## src/rtl/case4_operand_sequencer_if.sv

```systemverilog
// Operand sequencer bundle: start/busy/done control, operand memory read port, indexed operand stream.
// master = sequencer side (drives busy/done/rd_en/rd_addr/out_*); slave = controller, memory and compute core.
// With CASE4_SEQ_ABORT_EN defined the bundle also carries a 1-bit abort request into the sequencer.
interface case4_operand_sequencer_if #(
    parameter int J      = 4,
    parameter int I      = 7,
    parameter int A      = 4,
    parameter int DATA_W = 16
);
    localparam int J_WIDTH = $clog2(J) + 1;
    localparam int I_WIDTH = $clog2(I) + 1;
    localparam int A_WIDTH = $clog2(A) + 1;
    localparam int ADDR_W  = $clog2(J * I * A) + 1;

    logic               start;
    logic               busy;
    logic               done;
    logic               rd_en;
    logic [ADDR_W-1:0]  rd_addr;
    logic [DATA_W-1:0]  rd_data;
    logic               out_valid;
    logic               out_ready;
    logic [DATA_W-1:0]  out_data;
    logic [J_WIDTH-1:0] out_j;
    logic [I_WIDTH-1:0] out_i;
    logic [A_WIDTH-1:0] out_a;
    logic               out_last;
`ifdef CASE4_SEQ_ABORT_EN
    logic               abort;
`endif

    modport master (
`ifdef CASE4_SEQ_ABORT_EN
        input  abort,
`endif
        input  start,
        output busy, done,
        output rd_en, rd_addr,
        input  rd_data,
        output out_valid,
        input  out_ready,
        output out_data, out_j, out_i, out_a, out_last
    );

    modport slave (
`ifdef CASE4_SEQ_ABORT_EN
        output abort,
`endif
        output start,
        input  busy, done,
        input  rd_en, rd_addr,
        output rd_data,
        input  out_valid,
        output out_ready,
        input  out_data, out_j, out_i, out_a, out_last
    );
endinterface

```

## src/rtl/case4_operand_sequencer.sv

```systemverilog
// Purpose: sweeps operand memory in (j, i, a) order (a fastest) and streams indexed operand beats.
// Latency: first out_valid two clock edges after the edge that samples start; then one beat per cycle.
// Backpressure: 2-entry output buffer; reads issue only while buffered + in-flight beats stay below 2.
//
// Ports: clk, rst_n (async active-low); bus (master modport) carries start/busy/done,
// the rd_en/rd_addr/rd_data read port (data one cycle after rd_en) and the out_* beat stream.
// Optional macro CASE4_SEQ_ABORT_EN adds bus.abort: flushes the sweep and pulses done without a last beat.
module case4_operand_sequencer #(
    parameter int J      = 4,
    parameter int I      = 7,
    parameter int A      = 4,
    parameter int DATA_W = 16
) (
    input  logic                      clk,
    input  logic                      rst_n,
    case4_operand_sequencer_if.master bus
);
    localparam int J_WIDTH = $clog2(J) + 1;
    localparam int I_WIDTH = $clog2(I) + 1;
    localparam int A_WIDTH = $clog2(A) + 1;
    localparam int ADDR_W  = $clog2(J * I * A) + 1;

    localparam logic [J_WIDTH-1:0] J_LAST = J_WIDTH'(J - 1);
    localparam logic [I_WIDTH-1:0] I_LAST = I_WIDTH'(I - 1);
    localparam logic [A_WIDTH-1:0] A_LAST = A_WIDTH'(A - 1);

    typedef enum logic [1:0] {IDLE, RUN, DRAIN} state_t;

    typedef struct packed {
        logic [J_WIDTH-1:0] j;
        logic [I_WIDTH-1:0] i;
        logic [A_WIDTH-1:0] a;
        logic               last;
    } tag_t;

    typedef struct packed {
        logic [DATA_W-1:0] data;
        tag_t              tag;
    } beat_t;

    state_t             state_q;
    logic               busy_q;
    logic               done_q;
    logic [J_WIDTH-1:0] j_q;
    logic [I_WIDTH-1:0] i_q;
    logic [A_WIDTH-1:0] a_q;
    logic [ADDR_W-1:0]  addr_q;

    // Read issued last cycle: its data is on rd_data now, its indices wait here.
    logic               inflight_q;
    tag_t               inflight_tag_q;

    beat_t              buf_q [2];
    logic               wr_ptr_q;
    logic               rd_ptr_q;
    logic [1:0]         cnt_q;

    beat_t              head;
    logic               out_vld;
    logic               pop;
    logic               last_rd;
    logic               rd_go;
    logic               abort_req;
    logic [2:0]         credit;

    assign head    = buf_q[rd_ptr_q];
    assign out_vld = (cnt_q != 2'd0);
    assign pop     = out_vld & bus.out_ready;
    assign last_rd = (j_q == J_LAST) && (i_q == I_LAST) && (a_q == A_LAST);

`ifdef CASE4_SEQ_ABORT_EN
    assign abort_req = bus.abort && (state_q != IDLE);
`else
    assign abort_req = 1'b0;
`endif

    // Slots committed after this cycle, counting a slot freed by this cycle's pop, so a
    // read can issue every cycle while the consumer keeps up.
    assign credit = {1'b0, cnt_q} + {2'b00, inflight_q} - {2'b00, pop};
    assign rd_go  = (state_q == RUN) && !abort_req && (credit < 3'd2);

    assign bus.busy      = busy_q;
    assign bus.done      = done_q;
    assign bus.rd_en     = rd_go;
    assign bus.rd_addr   = addr_q;
    assign bus.out_valid = out_vld;
    assign bus.out_data  = head.data;
    assign bus.out_j     = head.tag.j;
    assign bus.out_i     = head.tag.i;
    assign bus.out_a     = head.tag.a;
    assign bus.out_last  = head.tag.last;

    always_ff @(posedge clk or negedge rst_n) begin
        if (!rst_n) begin
            state_q        <= IDLE;
            busy_q         <= 1'b0;
            done_q         <= 1'b0;
            j_q            <= '0;
            i_q            <= '0;
            a_q            <= '0;
            addr_q         <= '0;
            inflight_q     <= 1'b0;
            inflight_tag_q <= '0;
            buf_q[0]       <= '0;
            buf_q[1]       <= '0;
            wr_ptr_q       <= 1'b0;
            rd_ptr_q       <= 1'b0;
            cnt_q          <= 2'd0;
        end else begin
            done_q <= 1'b0;

            // Output buffer and in-flight read tracking.
            if (abort_req) begin
                inflight_q <= 1'b0;
                wr_ptr_q   <= 1'b0;
                rd_ptr_q   <= 1'b0;
                cnt_q      <= 2'd0;
            end else begin
                if (inflight_q) begin
                    buf_q[wr_ptr_q] <= '{data: bus.rd_data, tag: inflight_tag_q};
                    wr_ptr_q        <= ~wr_ptr_q;
                end
                if (pop) begin
                    rd_ptr_q <= ~rd_ptr_q;
                end
                cnt_q      <= cnt_q + {1'b0, inflight_q} - {1'b0, pop};
                inflight_q <= rd_go;
                if (rd_go) begin
                    inflight_tag_q <= '{j: j_q, i: i_q, a: a_q, last: last_rd};
                end
            end

            // Read address walk; wraps to zero after the final read.
            if (rd_go) begin
                if (last_rd) begin
                    j_q    <= '0;
                    i_q    <= '0;
                    a_q    <= '0;
                    addr_q <= '0;
                end else begin
                    addr_q <= addr_q + ADDR_W'(1);
                    if (a_q == A_LAST) begin
                        a_q <= '0;
                        if (i_q == I_LAST) begin
                            i_q <= '0;
                            j_q <= j_q + J_WIDTH'(1);
                        end else begin
                            i_q <= i_q + I_WIDTH'(1);
                        end
                    end else begin
                        a_q <= a_q + A_WIDTH'(1);
                    end
                end
            end

            case (state_q)
                IDLE: begin
                    // A start landing on the done cycle belongs to the finished sweep.
                    if (bus.start && !done_q) begin
                        state_q <= RUN;
                        busy_q  <= 1'b1;
                        j_q     <= '0;
                        i_q     <= '0;
                        a_q     <= '0;
                        addr_q  <= '0;
                    end
                end
                RUN: begin
                    if (abort_req) begin
                        state_q <= IDLE;
                        busy_q  <= 1'b0;
                        done_q  <= 1'b1;
                    end else if (rd_go && last_rd) begin
                        state_q <= DRAIN;
                    end
                end
                DRAIN: begin
                    if (abort_req || (pop && head.tag.last)) begin
                        state_q <= IDLE;
                        busy_q  <= 1'b0;
                        done_q  <= 1'b1;
                    end
                end
                default: begin
                    state_q <= IDLE;
                    busy_q  <= 1'b0;
                end
            endcase
        end
    end
endmodule
```

## src/flat_wrapper.sv

```systemverilog
// flat-port wrapper written by rule: the top's interface ports become plain ports
module case4_operand_sequencer_flat 
#(
    parameter int J      = 4,
    parameter int I      = 7,
    parameter int A      = 4,
    parameter int DATA_W = 16
)
  (clk, rst_n, bus_start, bus_busy, bus_done, bus_rd_en, bus_rd_addr, bus_rd_data, bus_out_valid, bus_out_ready, bus_out_data, bus_out_j, bus_out_i, bus_out_a, bus_out_last);
  case4_operand_sequencer_if #(.J(J), .I(I), .A(A), .DATA_W(DATA_W)) bus_i ();
  input  logic clk;
  input  logic rst_n;
  input wire logic [$bits(bus_i.start)-1:0] bus_start;
  output wire logic [$bits(bus_i.busy)-1:0] bus_busy;
  output wire logic [$bits(bus_i.done)-1:0] bus_done;
  output wire logic [$bits(bus_i.rd_en)-1:0] bus_rd_en;
  output wire logic [$bits(bus_i.rd_addr)-1:0] bus_rd_addr;
  input wire logic [$bits(bus_i.rd_data)-1:0] bus_rd_data;
  output wire logic [$bits(bus_i.out_valid)-1:0] bus_out_valid;
  input wire logic [$bits(bus_i.out_ready)-1:0] bus_out_ready;
  output wire logic [$bits(bus_i.out_data)-1:0] bus_out_data;
  output wire logic [$bits(bus_i.out_j)-1:0] bus_out_j;
  output wire logic [$bits(bus_i.out_i)-1:0] bus_out_i;
  output wire logic [$bits(bus_i.out_a)-1:0] bus_out_a;
  output wire logic [$bits(bus_i.out_last)-1:0] bus_out_last;
  assign bus_i.start = bus_start;
  assign bus_busy = bus_i.busy;
  assign bus_done = bus_i.done;
  assign bus_rd_en = bus_i.rd_en;
  assign bus_rd_addr = bus_i.rd_addr;
  assign bus_i.rd_data = bus_rd_data;
  assign bus_out_valid = bus_i.out_valid;
  assign bus_i.out_ready = bus_out_ready;
  assign bus_out_data = bus_i.out_data;
  assign bus_out_j = bus_i.out_j;
  assign bus_out_i = bus_i.out_i;
  assign bus_out_a = bus_i.out_a;
  assign bus_out_last = bus_i.out_last;
  case4_operand_sequencer #(.J(J), .I(I), .A(A), .DATA_W(DATA_W)) u_core (.clk(clk), .rst_n(rst_n), .bus(bus_i));
endmodule
```

## config.mk

```make
export PLATFORM = sky130hd
export DESIGN_NAME = case4_operand_sequencer_flat
export DESIGN_NICKNAME = d
export VERILOG_FILES = /design/src/rtl/case4_operand_sequencer_if.sv /design/src/rtl/case4_operand_sequencer.sv /design/src/flat_wrapper.sv
export SDC_FILE = /design/constraint.sdc
export NUM_CORES = 1
export LEC_CHECK = 0
export CAP_MARGIN = 30
export CORE_MARGIN = 3
export CORE_UTILIZATION = 55
export CTS_CLUSTER_SIZE = 8
export DETAILED_ROUTE_END_ITERATION = 10
export GPL_TIMING_DRIVEN = 0
export PLACE_DENSITY = 0.77
export SYNTH_ARGS = -nofsm -noshare
export SYNTH_HDL_FRONTEND = slang
export SYNTH_SLANG_ARGS = --single-unit
```

## constraint.sdc

```tcl
create_clock -name clk -period 5.6 [get_ports clk]
set_input_delay 0.84 -clock clk [delete_from_list [all_inputs] [get_ports clk]]
set_output_delay 0.84 -clock clk [all_outputs]
set_load 0.01 [all_outputs]
```

Yosys cells after proc, flatten, opt, wreduce, memory -nomap -nowiden
Cells that the tools add are included.
{ "word_totals": {"ff_bits": 92, "inputBits": 20, "out_inout_bits": 39, "wordCells": 99} }
{ "op_classes": {"add_sub_neg": 8, "magnitude_cmp": 4, "eq_ne": 8, "n_mux": 36, "n_bitwise": 6, "reduce_logical": 12} }
{ "ops": {"columns": ["operator", "n"], "rows": [
  ["27-bit two-way mux", 4],
  ["54-bit bitwise mux", 1],
  ["3-bit two-way mux", 11],
  ["8-bit two-way mux", 4],
  ["27-bit demux with 1-bit select", 1],
  ["4-bit two-way mux", 6],
  ["8-bit by 1-bit adder with 8-bit output (second input constant)", 1],
  ["1-bit logical AND", 7],
  ["3-bit by 1-bit adder with 3-bit output (second input constant)", 2],
  ["3-bit by 2-bit == test with 1-bit output (second input constant)", 2],
  ["2-bit two-way mux", 3],
  ["2-bit one-hot mux with 3 select lines", 1],
  ["3-bit AND reduction", 2],
  ["4-bit by 1-bit adder with 4-bit output (second input constant)", 1],
  ["4-bit by 3-bit == test with 1-bit output (second input constant)", 1],
  ["2-bit greater-or-equal comparator (second input constant)", 2],
  ["1-bit two-way mux", 4],
  ["2-bit by 1-bit != test with 1-bit output (second input constant)", 2],
  ["1-bit inverter with 2-bit output", 2],
  ["2-bit by 1-bit adder with 3-bit output", 1],
  ["3-bit by 2-bit less-than comparator with 1-bit output (second input constant)", 1],
  ["1-bit inverter", 3],
  ["1-bit one-hot mux with 3 select lines", 1],
  ["3-bit by 1-bit subtractor with 3-bit output", 1],
  ["other kinds (10)", 10]
]} }

Logic depth before layout (Yosys ltp)
{ "depth": {"ltp_word": 8, "depth_mapped": 11, "mapped_depth_nobuf": 10} }

Worst setup path before layout
OpenSTA, ideal clock, no wires.
{ "synth_timing": {"path_type": "input-to-output", "from": "input bus_out_ready", "to": "output bus_rd_en", "arrival_time_ns": 2.591, "t_required_ns": 4.760, "setup_slack_ns": 2.169, "path_stages": 9, "n_path_buf": 1, "path_cell_list": "o21a_1 > ha_1 > inv_1 > ha_1 > fa_1 > nor3b_2 > nand2_1 > clkinv_1 > buf_2"} }
{ "synth_via": {"elab_chain_cells": 4} }
{ "synth_lines": {"columns": ["element", "line", "text"], "rows": [
  ["start: declaration", "flat_wrapper.sv:20", "input wire logic [$bits(bus_i.out_ready)-1:0] bus_out_ready;"],
  ["1-bit AND", "case4_operand_sequencer.sv:68", "assign pop = out_vld & bus.out_ready;"],
  ["3-bit by 1-bit subtractor with 3-bit output", "case4_operand_sequencer.sv:79", "assign credit = {1'b0, cnt_q} + {2'b00, inflight_q} - {2'b00, pop};"],
  ["net u_core.credit[1]", "case4_operand_sequencer.sv:64", "logic [2:0] credit;"],
  ["3-bit by 2-bit less-than comparator with 1-bit output", "case4_operand_sequencer.sv:80", "assign rd_go = (state_q == RUN) && !abort_req && (credit < 3'd2);"],
  ["1-bit logical AND", "case4_operand_sequencer.sv:80", null],
  ["end: declaration", "flat_wrapper.sv:16", "output wire logic [$bits(bus_i.rd_en)-1:0] bus_rd_en;"]
]} }
The timed path passes the listed nets, and every way through them passes these cells.

Worst setup path after layout
{ "layout_timing": {"from": "input bus_out_ready", "to": "output bus_rd_en"} }
{ "layout_via": {"elab_chain_cells": 4} }
{ "layout_lines": {"columns": ["element", "line", "text"], "rows": [
  ["1-bit AND", "case4_operand_sequencer.sv:68", null],
  ["net u_core.pop", "case4_operand_sequencer.sv:60", "logic pop;"],
  ["3-bit by 1-bit subtractor with 3-bit output", "case4_operand_sequencer.sv:79", null],
  ["net u_core.credit[1]", "case4_operand_sequencer.sv:64", null],
  ["3-bit by 2-bit less-than comparator with 1-bit output", "case4_operand_sequencer.sv:80", null],
  ["1-bit logical AND", "case4_operand_sequencer.sv:80", null]
]} }
The timed path passes the listed nets, and every way through them passes these cells.

==> summary.txt <==
Clock tree
  – H-tree levels: 3
  – CTS root buf: clkbuf_8
  – CTS Buffer Depth: 2
  – Hold buffers post-CTS: 0
  – Post-CTS Resized: 0
  – Inserted Clock Buffers: 9
  – Clock Sinks: 92
  – Post-CTS Setup Inserts: 0
  – CTS tree: done
  – Reg clk slew, reported paths: roughly 0.09 ns
  – Worst-Skew Late Latency: roughly 0.36 ns

Cells and area
  – Fraction of layout cells with a size suffix above 1: between 20% and 30%
  – Diode count: 0
  – Final Cell Area: about 5100 um2
  – Fillers: between 500 and 600
  – Layout Utilization: 72.19%
  – Area grow syn2layout: 23.14%
  – Fin nets: roughly 430

Floorplan
  – Core ar.: between 7000 and 8000 um2
  – Row count: 30
  – Initial core utilization: between 50% and 60%
  – Die height: roughly 90 um
  – Area of the die: between 8000 and 9000 um2
  – IO Count: 59
  – Die width: slightly above 90 um

Routing
  – First drt pass iteration count: 4
  – DR vias/cell: 5.542
  – DRT iter0 DRCs: 147
  – Routed wire length: 7905 um
  – DR vias: between 2000 and 3000
  – DR DRC count: 0
  – Post-route ant nets: 0
  – WL per Instance: between 15 and 20 um

Placement
  – Placed cell area: a little under 5000 um2
  – Port buffer count: 58
  – Dpl ws: 0.7970 ns
  – GP Congestion: a little over 0.8
  – DP HPWL: 5400 um

Critical path
  – Critical path class: input pin to primary output
  – CP startpoint kind: input pin
  – CP max FO: 11
  – CP arrival: roughly 4 ns
  – Crit. End Element: primary output
  – Worst Path Required: between 4 and 5 ns

Power
  – Clk pwr share: between 15 and 20%
  – Tot Pwr: 2765 uW
  – Sw power: just under 1000 uW
  – Internal power: 1801 uW
  – VDD IR max: approximately 0.00039 V
  – LEAKAGE: 0.002270 uW
  – Sw Share: 34.86%
  – Comb pwr share: 45.4%
  – Sequential power share: ~37%
  – Power density cells: ~550 nW/um2

Run status
  – Status: finished, final reports clean

Synthesis
  – Yosys cell types: 43
  – Number of synthesized flops with an enable pin: 0
  – Register bit total from synthesis: between 90 and 100
  – Syn. warnings: 0
  – Syn nets: about 360
  – Yosys top cell by area: dfrtp_1
  – Top post-synthesis cells by area: dfrtp_1, mux2_2, nand2_1, ha_1, a21oi_1
  – Yosys top cell area share: 55.94%
  – Asr flop ratio synth: between 90% and 100%
  – Top post-synthesis cells by count: dfrtp_1, mux2_2, nand2_1, a21oi_1, o21ai_0
  – Top-count cell post-synth: dfrtp_1
  – Synthesized area: roughly 4100 um2
  – Mapped Cells: roughly 330
  – Register area share after synthesis: a little under three fifths
  – Synth Flop Type: dfrtp_1
  – Synth Area per Inst: 12.58 um2

Timing
  – RSZ-0062 raised after global routing: false
  – Final min period: 4.807 ns
  – Clk_skew: 0.009374 ns
  – Final hold viol count: 0
  – Crit share post-route: around 86%
  – Post-route setup slack: between 0.7 and 0.8 ns
  – Rel. slew slack: a little under three fifths
  – Setup TNS Final: 0 ns
  – Final Max Tran Viols: 0
  – Setup violations, final: 0
  – Fmax achieved: 208.0 MHz
  – Measured slew at the worst slew-check pin: 0.6482 ns

GRT
  – Largest net degree at the start of global routing: between 60 and 70
  – Antenna violations before repair: 0
  – Gr ovfl total: 0
  – Global-route wire length before repair: about 13000 um
  – Vias in the first global route: around 2800
  – GR Util All Layers: between 10% and 20%

Worst hold path
  – Hold Crit Class: input pin to async pin

Run
  – Max Cap Viol: 0
power by group through the flow:
stage | Clock (uW) | Combinational, uW | Sequential (uW)
3_5_place_dp | 0 | 1270 | 1030
4_1_cts | 508 | 1270 | 1010
2_1_floorplan | 0 | 779 | 993
6_report | 497 | 1260 | 1010
3_3_place_gp | 0 | 1240 | 1010
5_1_grt | 534 | 1360 | 1040
registers in the layout (all words and copies together), names as in the netlist:
name / cells
u_core.buf_q: 54
u_core.inflight_tag_q: 11
u_core.bus.rd_addr: 8
u_core.i_q: 4
u_core.a_q: 3
u_core.j_q: 3
u_core.cnt_q: 2
u_core.state_q: 2
u_core.bus.busy: 1
u_core.bus.done: 1
u_core.inflight_q: 1
u_core.rd_ptr_q: 1
u_core.wr_ptr_q: 1
per-layer routing:
metal	GRT usage, %	up-vias	part of all wire [%]
met5	0	-	0
met4	6.931	0	0.99
met3	4.712	8	5.3
met2	32.21	62	49
met1	26.02	1390	45
li1	-	1300	-
final cells by class:
cell class                 instances  area [um2]  area share, %
buffer                            14       75.07          1.481
clock buffer                      11       141.4          2.790
clock inverter                     5       85.08          1.679
inverter                           9       33.78         0.6667
multi-input combinational        212        1704          33.63
sequential                        92        2302          45.43
tap                               96       120.1          2.370
timing repair buffer              59       605.6          11.95
logic make-up (layout without fill, tap and decap cells):
group | count (synthesis) | count (layout) | share of synthesized area [%]
flip-flops | 92 | 92 | 55.94
AND/OR/NAND/NOR | 82 | 82 | 10.37
multiplexers | 81 | 81 | 22.16
AO/OA/AOI/OAI | 37 | 37 | 5.321
buffers and inverters | 23 | 98 | 2.645
adder cells (fa/ha/maj) | 9 | 9 | 2.919
XOR/XNOR | 3 | 3 | 0.6386
worst paths after layout:
check                                       from                        to  slack [ns]  depth (start not counted)
max in group asynchronous                  rst_n           u_core.buf_q[9]        4.57                          2
hold / removal                             rst_n          u_core.buf_q[12]        0.39                          1
min in group clk           u_core.bus.rd_addr[7]     u_core.bus.rd_addr[7]        0.49                          1
setup / recovery                   bus_out_ready                 bus_rd_en        0.79                         11
hold reg to reg            u_core.bus.rd_addr[7]     u_core.bus.rd_addr[7]        0.49                          1
setup reg to reg                 u_core.cnt_q[1]  u_core.inflight_tag_q[5]        2.62                         11
through the flow:
step	instances	hold slack [ns]
finish	498	0.3899
CTS	498	0.3915
detailed placement	482	0.4748
global route	498	0.4107
global placement	481	0.4715
floorplan	327	0.4583
layout by cell type, fill, tap and decap left out, types with 5 or more instances in the layout:
| master | synthesis | routed |
|---|---|---|
| inv_1 | 8 | 8 |
| nand3_1 | 7 | 7 |
| clkbuf_8 | 0 | 10 |
| nand2_1 | 42 | 42 |
| mux2_2 | 81 | 81 |
| clkdlybuf4s50_1 | 0 | 57 |
| a21oi_1 | 15 | 15 |
| dfrtp_1 | 92 | 92 |
| ha_1 | 8 | 8 |
| o21ai_0 | 11 | 11 |
| buf_2 | 6 | 6 |
| or4_1 | 8 | 8 |
| clkbuf_1 | 4 | 5 |
worst max-delay path, stage by stage:
cell and delay [ns]:
clkdlybuf4s50_1 0.46, o21a_1 0.19, ha_1 0.25, inv_1 0.06, ha_1 0.16, fa_1 0.45, nor3b_2 0.22, nand2_1 0.24
clkinv_1 0.24, buf_2 0.28, clkdlybuf4s50_1 0.58
Power figures use the tool's default switching activity.
